<file path="config.mk">
export PLATFORM = sky130hd
export DESIGN_NAME = move_mask_sequencer
export DESIGN_NICKNAME = d
export VERILOG_FILES = /design/src/rtl/move_mask_sequencer_pkg.sv /design/src/rtl/move_mask_sequencer_dir_shifter.sv /design/src/rtl/move_mask_sequencer.sv
export SDC_FILE = /design/constraint.sdc
export NUM_CORES = 1
export LEC_CHECK = 0
export CAP_MARGIN = 20
export CORE_MARGIN = 3
export CORE_UTILIZATION = 40
export CTS_CLUSTER_SIZE = 28
export DETAILED_ROUTE_END_ITERATION = 7
export GPL_ROUTABILITY_DRIVEN = 0
export HOLD_SLACK_MARGIN = 0.1
export PLACE_DENSITY = 0.68
export SYNTH_ARGS = -nofsm -noshare
export SYNTH_HDL_FRONTEND = slang
export SYNTH_SLANG_ARGS = --single-unit
</file>
<file path="constraint.sdc">
create_clock -name clock -period 7.89 [get_ports clock]
set_clock_uncertainty 0.15 [all_clocks]
set_input_delay 1.578 -clock clock [delete_from_list [all_inputs] [get_ports clock]]
set_output_delay 1.578 -clock clock [all_outputs]
set_load 0.05 [all_outputs]
</file>
<file path="src/rtl/move_mask_sequencer_pkg.sv">
// Shared board geometry, direction and FSM encodings for the move-mask sequencer.
// Board: 32 playable squares, 8 rows of 4, square 0 top-left, row-major.
package move_mask_sequencer_pkg;

    localparam int BOARD_W = 32;

    typedef enum logic [1:0] {
        DIR_UL = 2'd0,
        DIR_UR = 2'd1,
        DIR_DL = 2'd2,
        DIR_DR = 2'd3
    } dir_e;

    typedef enum logic [2:0] {
        ST_IDLE      = 3'd0,
        ST_DIR_CHECK = 3'd1,
        ST_SH_OCC    = 3'd2,
        ST_SH_OPP    = 3'd3,
        ST_SH_OCC2   = 3'd4,
        ST_DONE      = 3'd5
    } state_e;

    // Diagonal neighbour of a square, or -1 when it falls off the board.
    // Even rows hold the dark squares at odd columns, odd rows at even columns.
    function automatic int neighbour(input int sq, input int dir);
        int row;
        int col;
        int nrow;
        int ncol;
        row  = sq / 4;
        col  = (row % 2 == 0) ? 2 * (sq % 4) + 1 : 2 * (sq % 4);
        nrow = (dir < 2) ? row - 1 : row + 1;
        ncol = (dir % 2 == 0) ? col - 1 : col + 1;
        if (nrow < 0 || nrow > 7 || ncol < 0 || ncol > 7)
            return -1;
        return nrow * 4 + ncol / 2;
    endfunction

endpackage

</file>
<file path="src/rtl/move_mask_sequencer_dir_shifter.sv">
// Combinational board shifters: bit i of the result is the source bit at square i's
// neighbour in the chosen direction, with 1 for neighbours that lie off the board.
module board_shift
    import move_mask_sequencer_pkg::*;
#(
    parameter int DIR = 0
) (
    input  logic [BOARD_W-1:0] x,
    output logic [BOARD_W-1:0] y
);
    for (genvar gi = 0; gi < BOARD_W; gi++) begin : g_sq
        localparam int NB = neighbour(gi, DIR);
        if (NB < 0) begin : g_edge
            assign y[gi] = 1'b1;
        end else begin : g_inner
            assign y[gi] = x[NB];
        end
    end
endmodule

module dir_shifter
    import move_mask_sequencer_pkg::*;
(
    input  logic [BOARD_W-1:0] x,
    input  dir_e               dir,
    output logic [BOARD_W-1:0] y
);
    logic [BOARD_W-1:0] shifted [4];

    for (genvar gi = 0; gi < 4; gi++) begin : g_dir
        board_shift #(.DIR(gi)) u_shift (
            .x (x),
            .y (shifted[gi])
        );
    end

    assign y = shifted[dir];
endmodule

</file>
<file path="src/rtl/move_mask_sequencer.sv">
// Sequences the four diagonal directions through one shared shifter to build the
// per-piece simple-move and capture masks for the side to move.
module move_mask_sequencer
    import move_mask_sequencer_pkg::*;
(
    input  logic               clock,
    input  logic               reset,
    input  logic               start,
    input  logic               side,
    input  logic [BOARD_W-1:0] own_pcs,
    input  logic [BOARD_W-1:0] opp_pcs,
    input  logic [BOARD_W-1:0] kings,
    output logic               busy,
    output logic               done,
    output logic [BOARD_W-1:0] move_mask,
    output logic [BOARD_W-1:0] jump_mask,
    output logic               must_jump
);
    state_e             state_reg, state_next;
    dir_e               dir_reg, dir_next;
    logic               side_reg, side_next;
    logic [BOARD_W-1:0] own_reg, own_next;
    logic [BOARD_W-1:0] opp_reg, opp_next;
    logic [BOARD_W-1:0] kings_reg, kings_next;
    logic [BOARD_W-1:0] s1_reg, s1_next;
    logic [BOARD_W-1:0] s2_reg, s2_next;
    logic [BOARD_W-1:0] move_reg, move_next;
    logic [BOARD_W-1:0] jump_reg, jump_next;

    logic [BOARD_W-1:0] sh_in;
    logic [BOARD_W-1:0] sh_out;
    logic [BOARD_W-1:0] movable;
    logic [1:0]         dir_inc;
    logic               forward;

    dir_shifter u_dir_shifter (
        .x   (sh_in),
        .dir (dir_reg),
        .y   (sh_out)
    );

    // Men only move toward the opponent: up for side 0, down for side 1.
    assign forward = (dir_reg[1] == side_reg);
    assign movable = (own_reg & kings_reg) | (forward ? (own_reg & ~kings_reg) : '0);
    assign dir_inc = dir_reg + 2'd1;

    always_ff @(posedge clock or posedge reset) begin
        if (reset) begin
            state_reg <= ST_IDLE;
            dir_reg   <= DIR_UL;
            side_reg  <= 1'b0;
            own_reg   <= '0;
            opp_reg   <= '0;
            kings_reg <= '0;
            s1_reg    <= '0;
            s2_reg    <= '0;
            move_reg  <= '0;
            jump_reg  <= '0;
        end else begin
            state_reg <= state_next;
            dir_reg   <= dir_next;
            side_reg  <= side_next;
            own_reg   <= own_next;
            opp_reg   <= opp_next;
            kings_reg <= kings_next;
            s1_reg    <= s1_next;
            s2_reg    <= s2_next;
            move_reg  <= move_next;
            jump_reg  <= jump_next;
        end
    end

    always_comb begin
        state_next = state_reg;
        dir_next   = dir_reg;
        side_next  = side_reg;
        own_next   = own_reg;
        opp_next   = opp_reg;
        kings_next = kings_reg;
        s1_next    = s1_reg;
        s2_next    = s2_reg;
        move_next  = move_reg;
        jump_next  = jump_reg;
        sh_in      = '0;
        case (state_reg)
            ST_IDLE: begin
                if (start) begin
                    side_next  = side;
                    own_next   = own_pcs;
                    opp_next   = opp_pcs;
                    kings_next = kings;
                    move_next  = '0;
                    jump_next  = '0;
                    dir_next   = DIR_UL;
                    state_next = ST_DIR_CHECK;
                end
            end
            ST_DIR_CHECK: begin
                if (movable != '0) begin
                    state_next = ST_SH_OCC;
                end else if (dir_reg == DIR_DR) begin
                    state_next = ST_DONE;
                end else begin
                    dir_next = dir_e'(dir_inc);
                end
            end
            ST_SH_OCC: begin
                sh_in      = own_reg | opp_reg;
                s1_next    = sh_out;
                state_next = ST_SH_OPP;
            end
            ST_SH_OPP: begin
                sh_in      = opp_reg;
                s2_next    = sh_out;
                state_next = ST_SH_OCC2;
            end
            ST_SH_OCC2: begin
                // sh_out here is the occupancy two squares away (the landing square).
                sh_in     = s1_reg;
                move_next = move_reg | (movable & ~s1_reg);
                jump_next = jump_reg | (movable & s2_reg & ~sh_out);
                if (dir_reg == DIR_DR) begin
                    state_next = ST_DONE;
                end else begin
                    dir_next   = dir_e'(dir_inc);
                    state_next = ST_DIR_CHECK;
                end
            end
            ST_DONE: begin
                state_next = ST_IDLE;
            end
            default: begin
                state_next = ST_IDLE;
            end
        endcase
    end

    assign busy      = (state_reg != ST_IDLE) && (state_reg != ST_DONE);
    assign done      = (state_reg == ST_DONE);
    assign move_mask = move_reg;
    assign jump_mask = jump_reg;
    assign must_jump = |jump_reg;

endmodule
</file>
==> run_summary.xml <==
<?xml version="1.0" encoding="UTF-8"?>
<metrics>
  <group name="logic_synthesis">
    <metric name="synth_top_flop_cell" unit="">sky130_fd_sc_hd__dfrtp_1</metric>
    <metric name="average_size_of_a_mapped_cell" unit="um2">9.374</metric>
    <metric name="postSynthRegisterBits" unit="">230</metric>
    <metric name="synth_simple_gate_area_share" unit="%">18.15</metric>
    <metric name="synth.yosys.warnings" unit="">0</metric>
    <metric name="combinational_family_with_the_most_area_after_synthesis" unit="">simple AND/OR/NAND/NOR gates</metric>
    <metric name="synth.distinct_cells" unit="">57</metric>
    <metric name="synth.area.mux_share" unit="%">3.146</metric>
    <metric name="synthCells" unit="">1103</metric>
    <metric name="synth_xor_area_share" unit="%">0.1694</metric>
    <metric name="synth_compound_area_share" unit="%">18.10</metric>
    <metric name="async_flop_share" unit="%">100.0</metric>
    <metric name="syn_area" unit="um2">10340</metric>
    <metric name="edff_count_synth" unit="">0</metric>
    <metric name="synth_adder_area_share" unit="%">0.1210</metric>
    <metric name="sequential_area_share_after_synthesis" unit="%">55.66</metric>
    <metric name="mappedNetlistNets" unit="">1204</metric>
  </group>
  <group name="flow_run">
    <metric name="cap_violations" unit="">0</metric>
  </group>
  <group name="route">
    <metric name="drt-initial-drc-count" unit="">861</metric>
    <metric name="wl" unit="um">31600</metric>
    <metric name="drt.antenna.violating_nets" unit="">0</metric>
    <metric name="routed_via_density" unit="">5.574</metric>
    <metric name="vias" unit="">8802</metric>
    <metric name="drc_errors" unit="">0</metric>
    <metric name="drt_pre_antenna_iters" unit="">6</metric>
    <metric name="wire_per_inst" unit="um">20.01</metric>
  </group>
  <group name="final_layout">
    <metric name="nNetsFinal" unit="">1338</metric>
    <metric name="final_cell_count_no_fill" unit="">1579</metric>
    <metric name="diodes" unit="">0</metric>
    <metric name="layout-drive-gt1-share" unit="%">6.245</metric>
    <metric name="areaGrowthSynthToFinish" unit="%">25.12</metric>
  </group>
  <group name="clock_tree">
    <metric name="ctsHoldBuffers" unit="">0</metric>
    <metric name="ctsResizeCount" unit="">0</metric>
    <metric name="cts_buffers" unit="">24</metric>
    <metric name="cts_root_buf" unit="">sky130_fd_sc_hd__clkbuf_16</metric>
    <metric name="cts-root-to-sink-buffers" unit="">3</metric>
    <metric name="htreeDepth" unit="">1</metric>
    <metric name="clkSlewWorstSetupHoldPaths" unit="ns">0.06</metric>
    <metric name="cts_num_sinks" unit="">230</metric>
    <metric name="insertion_delay" unit="ns">0.51</metric>
    <metric name="cts_setup_buffers" unit="">0</metric>
    <metric name="tritoncts" unit="">yes</metric>
  </group>
  <group name="die">
    <metric name="design.die.area" unit="um2">27820</metric>
    <metric name="top_level_ports" unit="">167</metric>
    <metric name="start_util" unit="%">40.83</metric>
    <metric name="dieHeight" unit="um">166.8</metric>
    <metric name="floorplan.rows" unit="">58</metric>
    <metric name="core_area" unit="um2">25330</metric>
    <metric name="floorplan.die.width" unit="um">166.8</metric>
  </group>
  <group name="critical_path">
    <metric name="timing.reg2reg.setup_slack" unit="ns">4.95</metric>
    <metric name="number_of_cells_traversed_by_the_worst_register_to_register_path" unit="">6</metric>
    <metric name="regToRegStartpoint" unit="">state_reg[0]$_DFFE_PP0P_</metric>
    <metric name="critPathKind" unit="">flop to output port</metric>
    <metric name="end_kind" unit="">output port</metric>
    <metric name="crit_fanout" unit="">36</metric>
    <metric name="timing.critical_path.required" unit="ns">6.16</metric>
    <metric name="critical_path.startpoint_type" unit="">flop</metric>
    <metric name="worst-endpoint-arrival" unit="ns">2.67</metric>
    <metric name="worst_r2r_endpoint" unit="">s1_reg[18]$_DFFE_PP0P_</metric>
  </group>
  <group name="sta">
    <metric name="achievable-frequency" unit="MHz">227.3</metric>
    <metric name="final_number_of_max_transition_violations" unit="">0</metric>
    <metric name="max_slew.worst_pin.slew" unit="ns">0.9352</metric>
    <metric name="setup_viol" unit="">0</metric>
    <metric name="final_min_period_over_clock_period" unit="%">55.75</metric>
    <metric name="final.min_clock_period" unit="ns">4.399</metric>
    <metric name="timing_hold_violations_final" unit="">0</metric>
    <metric name="grt_setup_unrepaired" unit="">no</metric>
    <metric name="timing.max_slew.rel_slack" unit="%">37.43</metric>
    <metric name="fin_setup_tns" unit="ns">0</metric>
  </group>
  <group name="placed_design">
    <metric name="dp.final_hpwl" unit="um">23210</metric>
    <metric name="placement.io_buffers" unit="">166</metric>
    <metric name="placed_cells" unit="">1540</metric>
  </group>
  <group name="pwr">
    <metric name="p_leak" unit="nW">6.003</metric>
    <metric name="vdd.ir_drop.worst" unit="mV">0.2971</metric>
    <metric name="cellPowerDensity" unit="nW/um2">432.0</metric>
  </group>
  <group name="worst_hold_path">
    <metric name="min-delay-start" unit="">opp_reg[3]$_DFFE_PP0P_</metric>
    <metric name="min_path_type" unit="">flop to flop</metric>
    <metric name="hold_depth" unit="">2</metric>
    <metric name="endpoint_of_the_worst_hold_timing_path" unit="">opp_reg[3]$_DFFE_PP0P_</metric>
  </group>
  <group name="global_route">
    <metric name="antenna_found_initial" unit="">0</metric>
    <metric name="globalRouteTotalUtil" unit="%">22.04</metric>
    <metric name="grt_max_degree" unit="">94</metric>
    <metric name="grt_overflow_total" unit="">0</metric>
    <metric name="first_global_vias" unit="">8454</metric>
    <metric name="grt_first_pass_wirelength" unit="um">48780</metric>
  </group>
  <group name="outcome">
    <metric name="run_status" unit="">complete, no violations</metric>
  </group>
</metrics>
==> through the flow <==
stage	power, mW	util [%]	hold slack, ns	worst slack (ns)	cell area [um2]
2_1_floorplan	3.670	-	0.2965	3.154	10340
3_3_place_gp	4.425	48.04	0.3093	3.755	12170
3_5_place_dp	4.479	48.04	0.3168	3.730	12170
4_1_cts	5.564	50.97	0.3301	3.406	12910
5_1_grt	5.897	51.08	0.3485	3.312	12940
6_report	5.589	51.08	0.3239	3.491	12940
==> cells in the mapped netlist, drive strengths merged, types with 5 or more instances <==
library cell  number  area share (%)
nand2            398              14
dfrtp            230              56
o21ai             89             4.3
a21oi             41             2.1
clkbuf            35             1.3
inv               35             1.3
buf               34             2.1
a22o              22             1.9
o211ai            22             1.6
a22oi             20             1.5
mux2              20             2.2
nor4              17             1.0
nor2              16            0.65
o211a             14             1.4
a32o              13             1.3
a2bb2oi           10            0.91
mux2i             10            0.97
o31ai             10            0.73
o22ai              9            0.54
nand4              8            0.48
a221oi             6            0.51
and2               5            0.30
nand2b             5            0.38
==> worst max path at each step <==
stage | startpoint | endpoint | slack, ns | depth (start not counted)
after detailed placement | start | opp_reg[31]$_DFFE_PP0P_ | 3.73 | 6
after global routing | state_reg[0]$_DFFE_PP0P_ | done | 3.31 | 3
final | state_reg[0]$_DFFE_PP0P_ | done | 3.49 | 3
after CTS | jump_mask[5]$_DFFE_PP0P_ | must_jump | 3.41 | 4
after floorplan | reset | dir_reg[0]$_DFFE_PP0P_ | 3.15 | 1
after global placement | start | move_mask[4]$_DFFE_PP0P_ | 3.76 | 5
==> report_power, final <==
| part | internal [mW] | switching, mW | total [mW] |
|---|---|---|---|
| Clock | 0.644 | 0.436 | 1.08 |
| Combinational | 0.804 | 1.58 | 2.38 |
| Sequential | 1.65 | 0.475 | 2.13 |
| Total | 3.10 | 2.49 | 5.59 |
==> cell usage in the layout (no fill, tap or decap), types with 2 or more instances in the layout <==
master                            Yosys  final
sky130_fd_sc_hd__a21o_1               2      2
sky130_fd_sc_hd__a21oi_1             39     39
sky130_fd_sc_hd__a21oi_2              2      2
sky130_fd_sc_hd__a221o_1              3      3
sky130_fd_sc_hd__a221oi_1             6      6
sky130_fd_sc_hd__a22o_1              22     22
sky130_fd_sc_hd__a22oi_1             20     20
sky130_fd_sc_hd__a2bb2oi_1            9      9
sky130_fd_sc_hd__a32o_1              13     13
sky130_fd_sc_hd__and2_1               5      5
sky130_fd_sc_hd__buf_4                6     10
sky130_fd_sc_hd__clkbuf_1            35      7
sky130_fd_sc_hd__clkbuf_16            0     25
sky130_fd_sc_hd__clkbuf_8             0      4
sky130_fd_sc_hd__clkdlybuf4s50_1      0    166
sky130_fd_sc_hd__dfrtp_1            230    230
sky130_fd_sc_hd__inv_1               34     33
sky130_fd_sc_hd__mux2_2              20     20
sky130_fd_sc_hd__mux2i_1             10     10
sky130_fd_sc_hd__nand2_1            397    396
sky130_fd_sc_hd__nand2_2              1      2
sky130_fd_sc_hd__nand2b_1             4      4
sky130_fd_sc_hd__nand3_1              3      3
sky130_fd_sc_hd__nand4_1              8      8
sky130_fd_sc_hd__nor2_1              15     15
sky130_fd_sc_hd__nor3_2               1      2
sky130_fd_sc_hd__nor4_1              17     17
sky130_fd_sc_hd__o211a_1             14     14
sky130_fd_sc_hd__o211ai_1            22     22
sky130_fd_sc_hd__o21a_1               3      3
sky130_fd_sc_hd__o21ai_0             82     82
sky130_fd_sc_hd__o21ai_1              7      7
sky130_fd_sc_hd__o22ai_1              9      9
sky130_fd_sc_hd__o31ai_1             10     10
sky130_fd_sc_hd__o41ai_1              2      2
==> cell families (layout without fill, tap and decap cells) <==
| group | count (synthesis) | in the layout |
|---|---|---|
| muxes | 30 | 30 |
| xor gates and xnor gates | 2 | 2 |
| adders and majority gates | 1 | 1 |
| and+or+nand+nor | 461 | 461 |
| AOI/OAI and AO/OA | 274 | 274 |
| buffers and inverters | 105 | 251 |
| DFF | 230 | 230 |
==> layout make-up <==
| cell class | count | area, um2 |
|---|---|---|
| Multi-Input combinational cell | 768 | 4124 |
| Tap cell | 330 | 412.9 |
| Clock buffer | 36 | 706.9 |
| Fill cell | 2343 | 12390 |
| Clock inverter | 2 | 35.03 |
| Sequential cell | 230 | 5756 |
| Timing Repair Buffer | 177 | 1764 |
| Inverter | 36 | 138.9 |
==> layer usage <==
metal | global-route usage [%] | up-vias | share of wire, %
li1 | - | 4065 | -
met1 | 33.98 | 4222 | 46
met2 | 32.46 | 443 | 43
met3 | 2.943 | 72 | 7.7
met4 | 6.743 | 0 | 3.6
met5 | 0 | - | 0
==> critical path, cell delays in order, from the launching register on <==
cell and delay (ns):
sky130_fd_sc_hd__dfrtp_1 0.61, sky130_fd_sc_hd__inv_2 0.38, sky130_fd_sc_hd__nor3b_1 0.31, sky130_fd_sc_hd__clkdlybuf4s50_1 0.85
No activity file was read; power rests on OpenSTA's default activity.
